[config.mk]
export PLATFORM = sky130hd
export DESIGN_NAME = gas_code_transmitter
export DESIGN_NICKNAME = d
export VERILOG_FILES = /design/src/rtl/gas_code_pkg.sv /design/src/rtl/gas_req_arbiter.sv /design/src/rtl/gas_code_transmitter.sv
export SDC_FILE = /design/constraint.sdc
export NUM_CORES = 1
export LEC_CHECK = 0
export ABC_CLOCK_PERIOD_IN_PS = 3900
export BUFFER_PORTS_ARGS = -buffer_cell sky130_fd_sc_hd__buf_2
export CORE_MARGIN = 1.5
export CORE_UTILIZATION = 59
export DETAILED_ROUTE_END_ITERATION = 6
export PLACE_DENSITY_LB_ADDON = 0.2
export REMOVE_ABC_BUFFERS = 1
export SLEW_MARGIN = 5
export SYNTH_ARGS = -nofsm -noshare
export SYNTH_HDL_FRONTEND = slang
export SYNTH_SLANG_ARGS = --single-unit
[constraint.sdc]
create_clock -name clk_i -period 3.9 [get_ports clk_i]
set_clock_uncertainty 0.2 [all_clocks]
set_input_delay 0.78 -clock clk_i [delete_from_list [all_inputs] [get_ports clk_i]]
set_output_delay 0.78 -clock clk_i [all_outputs]
set_load 0.02 [all_outputs]
[src/rtl/gas_code_pkg.sv]
// Shared constants for the gas alarm-code transmitter: the three codes,
// their lengths, class indices and the transmitter state encoding.
package gas_code_pkg;

  localparam logic [1:0] CLS_C0 = 2'd0;
  localparam logic [1:0] CLS_C1 = 2'd1;
  localparam logic [1:0] CLS_C2 = 2'd2;

  // Codes are left-aligned so the MSB always sits at bit 11 of the shifter.
  localparam logic [11:0] C0 = {10'b1011101010, 2'b00};
  localparam logic [11:0] C1 = 12'b101010010011;
  localparam logic [11:0] C2 = {9'b100100100, 3'b000};

  localparam logic [3:0] LEN0 = 4'd10;
  localparam logic [3:0] LEN1 = 4'd12;
  localparam logic [3:0] LEN2 = 4'd9;

  typedef enum logic [1:0] {
    IDLE = 2'd0,
    SEND = 2'd1,
    GAP  = 2'd2
  } state_e;

  function automatic logic [11:0] codeOf(input logic [1:0] cls);
    case (cls)
      CLS_C0:  codeOf = C0;
      CLS_C1:  codeOf = C1;
      default: codeOf = C2;
    endcase
  endfunction

  function automatic logic [3:0] lenOf(input logic [1:0] cls);
    case (cls)
      CLS_C0:  lenOf = LEN0;
      CLS_C1:  lenOf = LEN1;
      default: lenOf = LEN2;
    endcase
  endfunction

endpackage

[src/rtl/gas_req_arbiter.sv]
// Pending-request register with fixed priority C0 > C1 > C2. A request that
// arrives on the same edge its class is taken stays pending.
module gas_req_arbiter
  import gas_code_pkg::*;
(
  input  logic       clk_i,
  input  logic       arst_ni,
  input  logic [2:0] req_i,
  input  logic       take_i,
  output logic [1:0] grantCls_o,
  output logic       grantValid_o,
  output logic [2:0] pending_o
);

  logic [2:0] pending_q;
  logic [2:0] pending_d;
  logic [2:0] clear;

  always_comb begin
    grantValid_o = |pending_q;
    grantCls_o   = CLS_C0;
    if (pending_q[0])      grantCls_o = CLS_C0;
    else if (pending_q[1]) grantCls_o = CLS_C1;
    else if (pending_q[2]) grantCls_o = CLS_C2;
    clear = 3'b000;
    if (take_i && grantValid_o) clear[grantCls_o] = 1'b1;
    pending_d = (pending_q & ~clear) | req_i;
  end

  always_ff @(posedge clk_i or negedge arst_ni) begin
    if (!arst_ni) pending_q <= 3'b000;
    else          pending_q <= pending_d;
  end

  assign pending_o = pending_q;

endmodule

[src/rtl/gas_code_transmitter.sv]
// Serial alarm-code transmitter: one code bit per clock, MSB first, each
// frame followed by GAP_BITS zeros and one idle cycle before the next load.
module gas_code_transmitter
  import gas_code_pkg::*;
#(
  parameter int GAP_BITS = 4
) (
  input  logic       clk_i,
  input  logic       arst_ni,
  input  logic [2:0] req_i,
  output logic       dout_o,
  output logic       busy_o,
  output logic [2:0] sent_o,
  output logic [2:0] pending_o
);

  state_e      state_q;
  logic [11:0] shift_q;
  logic [3:0]  bitCnt_q;
  logic [3:0]  gapCnt_q;
  logic [1:0]  curCls_q;
  logic        dout_q;

  logic        take;
  logic [1:0]  grantCls;
  logic        grantValid;
  logic [11:0] grantCode;

  assign take      = (state_q == IDLE);
  assign grantCode = codeOf(grantCls);

  gas_req_arbiter u_arbiter (
    .clk_i        (clk_i),
    .arst_ni      (arst_ni),
    .req_i        (req_i),
    .take_i       (take),
    .grantCls_o   (grantCls),
    .grantValid_o (grantValid),
    .pending_o    (pending_o)
  );

  always_ff @(posedge clk_i or negedge arst_ni) begin
    if (!arst_ni) begin
      state_q  <= IDLE;
      shift_q  <= '0;
      bitCnt_q <= '0;
      gapCnt_q <= '0;
      curCls_q <= CLS_C0;
      dout_q   <= 1'b0;
    end else begin
      case (state_q)
        IDLE: begin
          dout_q <= 1'b0;
          if (grantValid) begin
            shift_q  <= grantCode;
            bitCnt_q <= lenOf(grantCls) - 4'd1;
            curCls_q <= grantCls;
            dout_q   <= grantCode[11];
            state_q  <= SEND;
          end
        end
        SEND: begin
          shift_q <= shift_q << 1;
          if (bitCnt_q == 4'd0) begin
            dout_q   <= 1'b0;
            gapCnt_q <= 4'(GAP_BITS - 1);
            state_q  <= GAP;
          end else begin
            dout_q   <= shift_q[10];
            bitCnt_q <= bitCnt_q - 4'd1;
          end
        end
        GAP: begin
          dout_q <= 1'b0;
          if (gapCnt_q == 4'd0) state_q  <= IDLE;
          else                  gapCnt_q <= gapCnt_q - 4'd1;
        end
        default: begin
          state_q <= IDLE;
          dout_q  <= 1'b0;
        end
      endcase
    end
  end

  assign dout_o = dout_q;
  assign busy_o = (state_q != IDLE);
  assign sent_o = (state_q == SEND && bitCnt_q == 4'd0) ? 3'(3'b001 << curCls_q) : 3'b000;

endmodule

* Word level (Yosys, flattened, before mapping) *
Cells that the tools add are included.

word-level totals
  register bits = 27
  word-level logic and storage cells = 66
  bits of input ports = 5
  output and inout port bits = 8

cells by class
  equality and inequality tests = 8
  shifts and indexed selects = 1
  bitwise logic cells = 3
  muxes and demuxes = 26
  $add $sub $neg = 3
  reductions and logical operators = 16
  $lt $le $gt $ge = 2

operators with widths
  cell                 number
  $mux 4               6
  $pmux 11 s2          1
  $pmux 10 s2          1
  $pmux 4 s2           2
  $mux 2               6
  $sub 4x1->4 const B  3
  $mux 11              1
  $ne 2x2->1 const B   5
  $reduce_and 3->1     3
  $logic_not 4->1      2
  $mux 3               2
  $pmux 2 s3           1
  $pmux 3 s2           1
  $reduce_bool 2->1    3
  $eq 2x1->1 const B   2
  $logic_not 2->1      2
  $reduce_and 2->1     2
  $and 3x3->3          1
  $logic_and 1x1->1    3
  $lt 2x3->1 const B   1
  $mux 1               3
  $not 3->3            1
  $or 3x3->3           1
  $reduce_or 3->1      1
  other kinds (5)      5

* Depth between registers and ports, before layout *
  depth in word-level cells = 11
  gate-level depth with buffers = 8
  mapped depth without buffers = 7

* Hierarchy *
A second synthesis with hierarchy kept.

unflattened totals
  cell total of the unflattened synthesis = 126
  area, all modules = 1292.5 sq um

by module, submodules not included
  module                area an instance (sq um)  cells each  seq. area each (sq um)  instances
  gas_code_transmitter  1156.1                    113         600.6                   1
  gas_req_arbiter       136.4                     13          75.1                    1

* Least setup slack after synthesis *
OpenSTA, ideal clock, no wires.

  kind = register to output
  start = register bitCnt_q[0]
  end = output port sent_o[1]
  slack = 1.365 ns
  data required time = 2.920 ns
  arrival = 1.555 ns
  cell stages (with the launch flop) = 4
  path buffers = 0
  cells stage by stage = dfrtp_1 nor4_4 nand2_1 nor3b_1

between the ends
  cells in the longest elaborated chain, start to end = 3

ends and longest elaborated chain
  what                    RTL line                    RTL
  from (decl)             gas_code_transmitter.sv:19  logic [3:0] bitCnt_q;
  from (signal assigned)  gas_code_transmitter.sv:56  bitCnt_q <= lenOf(grantCls) - 4'd1;
  from (signal assigned)  gas_code_transmitter.sv:70  bitCnt_q <= bitCnt_q - 4'd1;
  $logic_not 4->1         gas_code_transmitter.sv:88  assign sent_o = (state_q == SEND && bitCnt_q == 4'd0) ? 3'(3'b001 << curCls_q) : 3'b000;
  $logic_and 1x1->1       gas_code_transmitter.sv:88
  $mux 3                  gas_code_transmitter.sv:88
  to (decl)               gas_code_transmitter.sv:13  output logic [2:0] sent_o,

No other way between the ends.

* Worst setup path after layout *
  start = register state_q[0]
  end = output port sent_o[1]

between the ends
  cells in the longest elaborated chain, start to end = 3

ends and longest elaborated chain
  what                    RTL line                    RTL
  from (decl)             gas_code_transmitter.sv:17  state_e state_q;
  from (signal assigned)  gas_code_transmitter.sv:44  state_q <= IDLE;
  from (signal assigned)  gas_code_transmitter.sv:59  state_q <= SEND;
  from (signal assigned)  gas_code_transmitter.sv:67  state_q <= GAP;
  $eq 2x1->1              gas_code_transmitter.sv:88
  $logic_and 1x1->1       gas_code_transmitter.sv:88
  $mux 3                  gas_code_transmitter.sv:88

No other way between the ends.

==> reports/results.ini <==
[timing]
setup_tns_ps = 0
period_minus_slack_ps = 3020
finalSetupViolCount = 0
rsz0062_at_grt = false
tightestPinTransition_ps = 574
finalCritPeriodShare_pct = 77.4
fmax_mhz = 331
hold_viol_final = 0
final_max_slew_viol_count = 0
relSlewSlack_pct = 61.7

[synth]
ys_seq_area_share_pct = 51.2
syn_area_per_cell_sq_um = 10.7
netlist_top_cells_area = dfrtp_1 51%, a21oi_1 3.0%, a221o_1 3.0%, a21o_1 2.8%, nand2b_1 2.8%
synth_edf_count = 0
netlist_instances = 123
postSynth.asyncResetShare_pct = 100
yosysMostFrequentCell = dfrtp_1
ys_ff_latch = 27
yosys.area.top_type = dfrtp_1
yosysWarnings = 0
netlist_area_sq_mm = 0.00132
synth_common_cells = 27 x dfrtp_1, 9 x nor2_1, 8 x a21oi_1, 6 x nand2b_1, 6 x nor3_1
synth.distinct_cells = 43
ys.flop_type = dfrtp_1
synth_top_area_share_pct = 51.2

[clock_network]
cts_buffers = 3
cts_max_level = 1
postCtsHoldBufs = 0
post_cts_buffers = 0
clk_latency_ps = 330
cts.clk_slew.worst_paths_ps = 150
root_buffer = clkbuf_4
cts_resized = 0
clockBufferDepth = 2
cts.sinks = 27
cts_tree = built

[detailed_routing]
vias = 997
drt.antenna.violating_nets = 0
drc = 0
drt-total-wl_um = 2480
vias_per_cell = 6.27
dr.pass1.iters = 4
drt_iter0_drc = 24
avgRoutedWirePerCell_um = 15.6

[floorplanning]
rows = 16
dieArea_sq_mm = 0.00253
ios = 13
core_sq_mm = 0.00204
die_w_um = 50.3
start_util_pct = 64.6
die_h_um = 50.3

[setup_path]
crit_slowest_cell = dfrtp_1
critPathCaptureType = primary output
max_stage_delay_ps = 590
critPathMaxFanout = 14
path_class = flop to primary output
crit_chain = and2b_1 > nand2_1 > nor3b_1 > buf_2
required_ps = 2920
arrival_ps = 2040
start_kind = flop

[global_route]
grt_pass1_vias = 953
grt_usage_pct = 22.9
grt_max_degree = 28
antenna_found_initial = 0
grt_pass1_wl_um = 4270
grt-ovfl-total = 0

[power]
ir_drop_v = 0.000445
power_density_mw_per_mm2 = 781
leakage_nw = 0.639

[flow_run]
max-cap-violations = 0

[final_layout]
nNetsFinal = 140
final_cells = 159
syn_to_final_growth_pct = 6.35
layout-drive-gt1-share_pct = 18.2
antenna_cells = 0

[status]
status = complete, no violations

[placed_design]
hpwl_um = 1770
io_buffers = 12
place_congestion = 0.847
dp.cells = 155

[hold_path]
min_path_type = primary input to async pin

report_power, final:
group / total, mW / switching, mW / leakage [nW] / internal [mW]
registers: 0.530 / 0.133 / 0.322 / 0.397
clock network: 0.126 / 0.0863 / 0.0139 / 0.0393
logic: 0.441 / 0.227 / 0.303 / 0.214
flip-flops by register name (all words and copies together) (netlist names):
| name | count |
|---|---|
| gapCnt_q | 4 |
| shift_q | 11 |
| u_arbiter.pending_o | 3 |
| state_q | 2 |
| bitCnt_q | 4 |
| curCls_q | 2 |
| dout_o | 1 |
metrics by stage:
step           hold WS (ps)  instance area (sq um)  total power [mW]  util [%]  setup WS (ps)
2_1_floorplan           250                   1280             0.850         -           1330
3_3_place_gp            266                   1370             0.957      67.3           1340
3_5_place_dp            267                   1370             0.973      67.3           1260
4_1_cts                 238                   1400              1.10      68.8            876
5_1_grt                 256                   1400              1.18      68.8            735
6_report                219                   1400              1.10      68.8            881
per-layer routing:
| layer | track usage [%] | routed length (um) | vias to the layer above |
|---|---|---|---|
| li1 | - | - | 465 |
| met1 | 30.6 | 1170 | 493 |
| met2 | 34.9 | 1140 | 29 |
| met3 | 4.17 | 89 | 10 |
| met4 | 13.5 | 79 | 0 |
| met5 | 0 | 0 | - |
final cells by class:
| cell class | count | area [sq um] |
|---|---|---|
| fill | 167 | 638 |
| clock buffer | 3 | 22.5 |
| inverter | 6 | 22.5 |
| multi-input combinational | 83 | 582 |
| clock inverter | 1 | 7.51 |
| timing repair buffer | 12 | 60.1 |
| tap | 27 | 33.8 |
| sequential | 27 | 676 |
worst paths after layout:
kind / startpoint / cells past startpoint / to / slack [ps]
setup / recovery: state_q[0]$_DFFE_PN0P_ / 4 / sent_o[1] / 880
hold / removal: arst_ni / 1 / curCls_q[1]$_DFFE_PN0P_ / 220
setup reg to reg: state_q[1]$_DFFE_PN0P_ / 7 / bitCnt_q[2]$_DFFE_PN0P_ / 1540
hold reg to reg: shift_q[0]$_DFFE_PN0P_ / 1 / shift_q[0]$_DFFE_PN0P_ / 300
max in group asynchronous: arst_ni / 1 / shift_q[6]$_DFFE_PN0P_ / 2910
min in group clk_i: shift_q[0]$_DFFE_PN0P_ / 1 / shift_q[0]$_DFFE_PN0P_ / 300
critical path: cells and delay by family, from the launching register on:
kind	cells	cell delay [ps]
flip-flops	1	590
AND/OR/NAND/NOR	3	910
buffers and inverters	1	190
kinds of logic (layout without fill, tap and decap cells):
| logic type | Yosys count | in the layout | share of synthesized area [%] |
|---|---|---|---|
| flops | 27 | 27 | 51.2 |
| simple gates | 39 | 39 | 17.1 |
| compound gates | 38 | 38 | 22.1 |
| mux | 3 | 3 | 2.37 |
| buf+inv | 13 | 22 | 4.74 |
| xor+xnor | 1 | 1 | 0.664 |
| fa+ha+maj | 2 | 2 | 1.90 |
cell usage in the layout, fill, tap and decap left out, drive strengths merged, types with 4 or more instances in the layout:
cell,n
inv,6
o21ai,4
nor3,6
nand2b,6
a21o,5
dfrtp,27
buf,12
a21oi,8
nor2,9
nand2,4
a221o,5
Note: power is estimated with default switching activity, not from simulation.
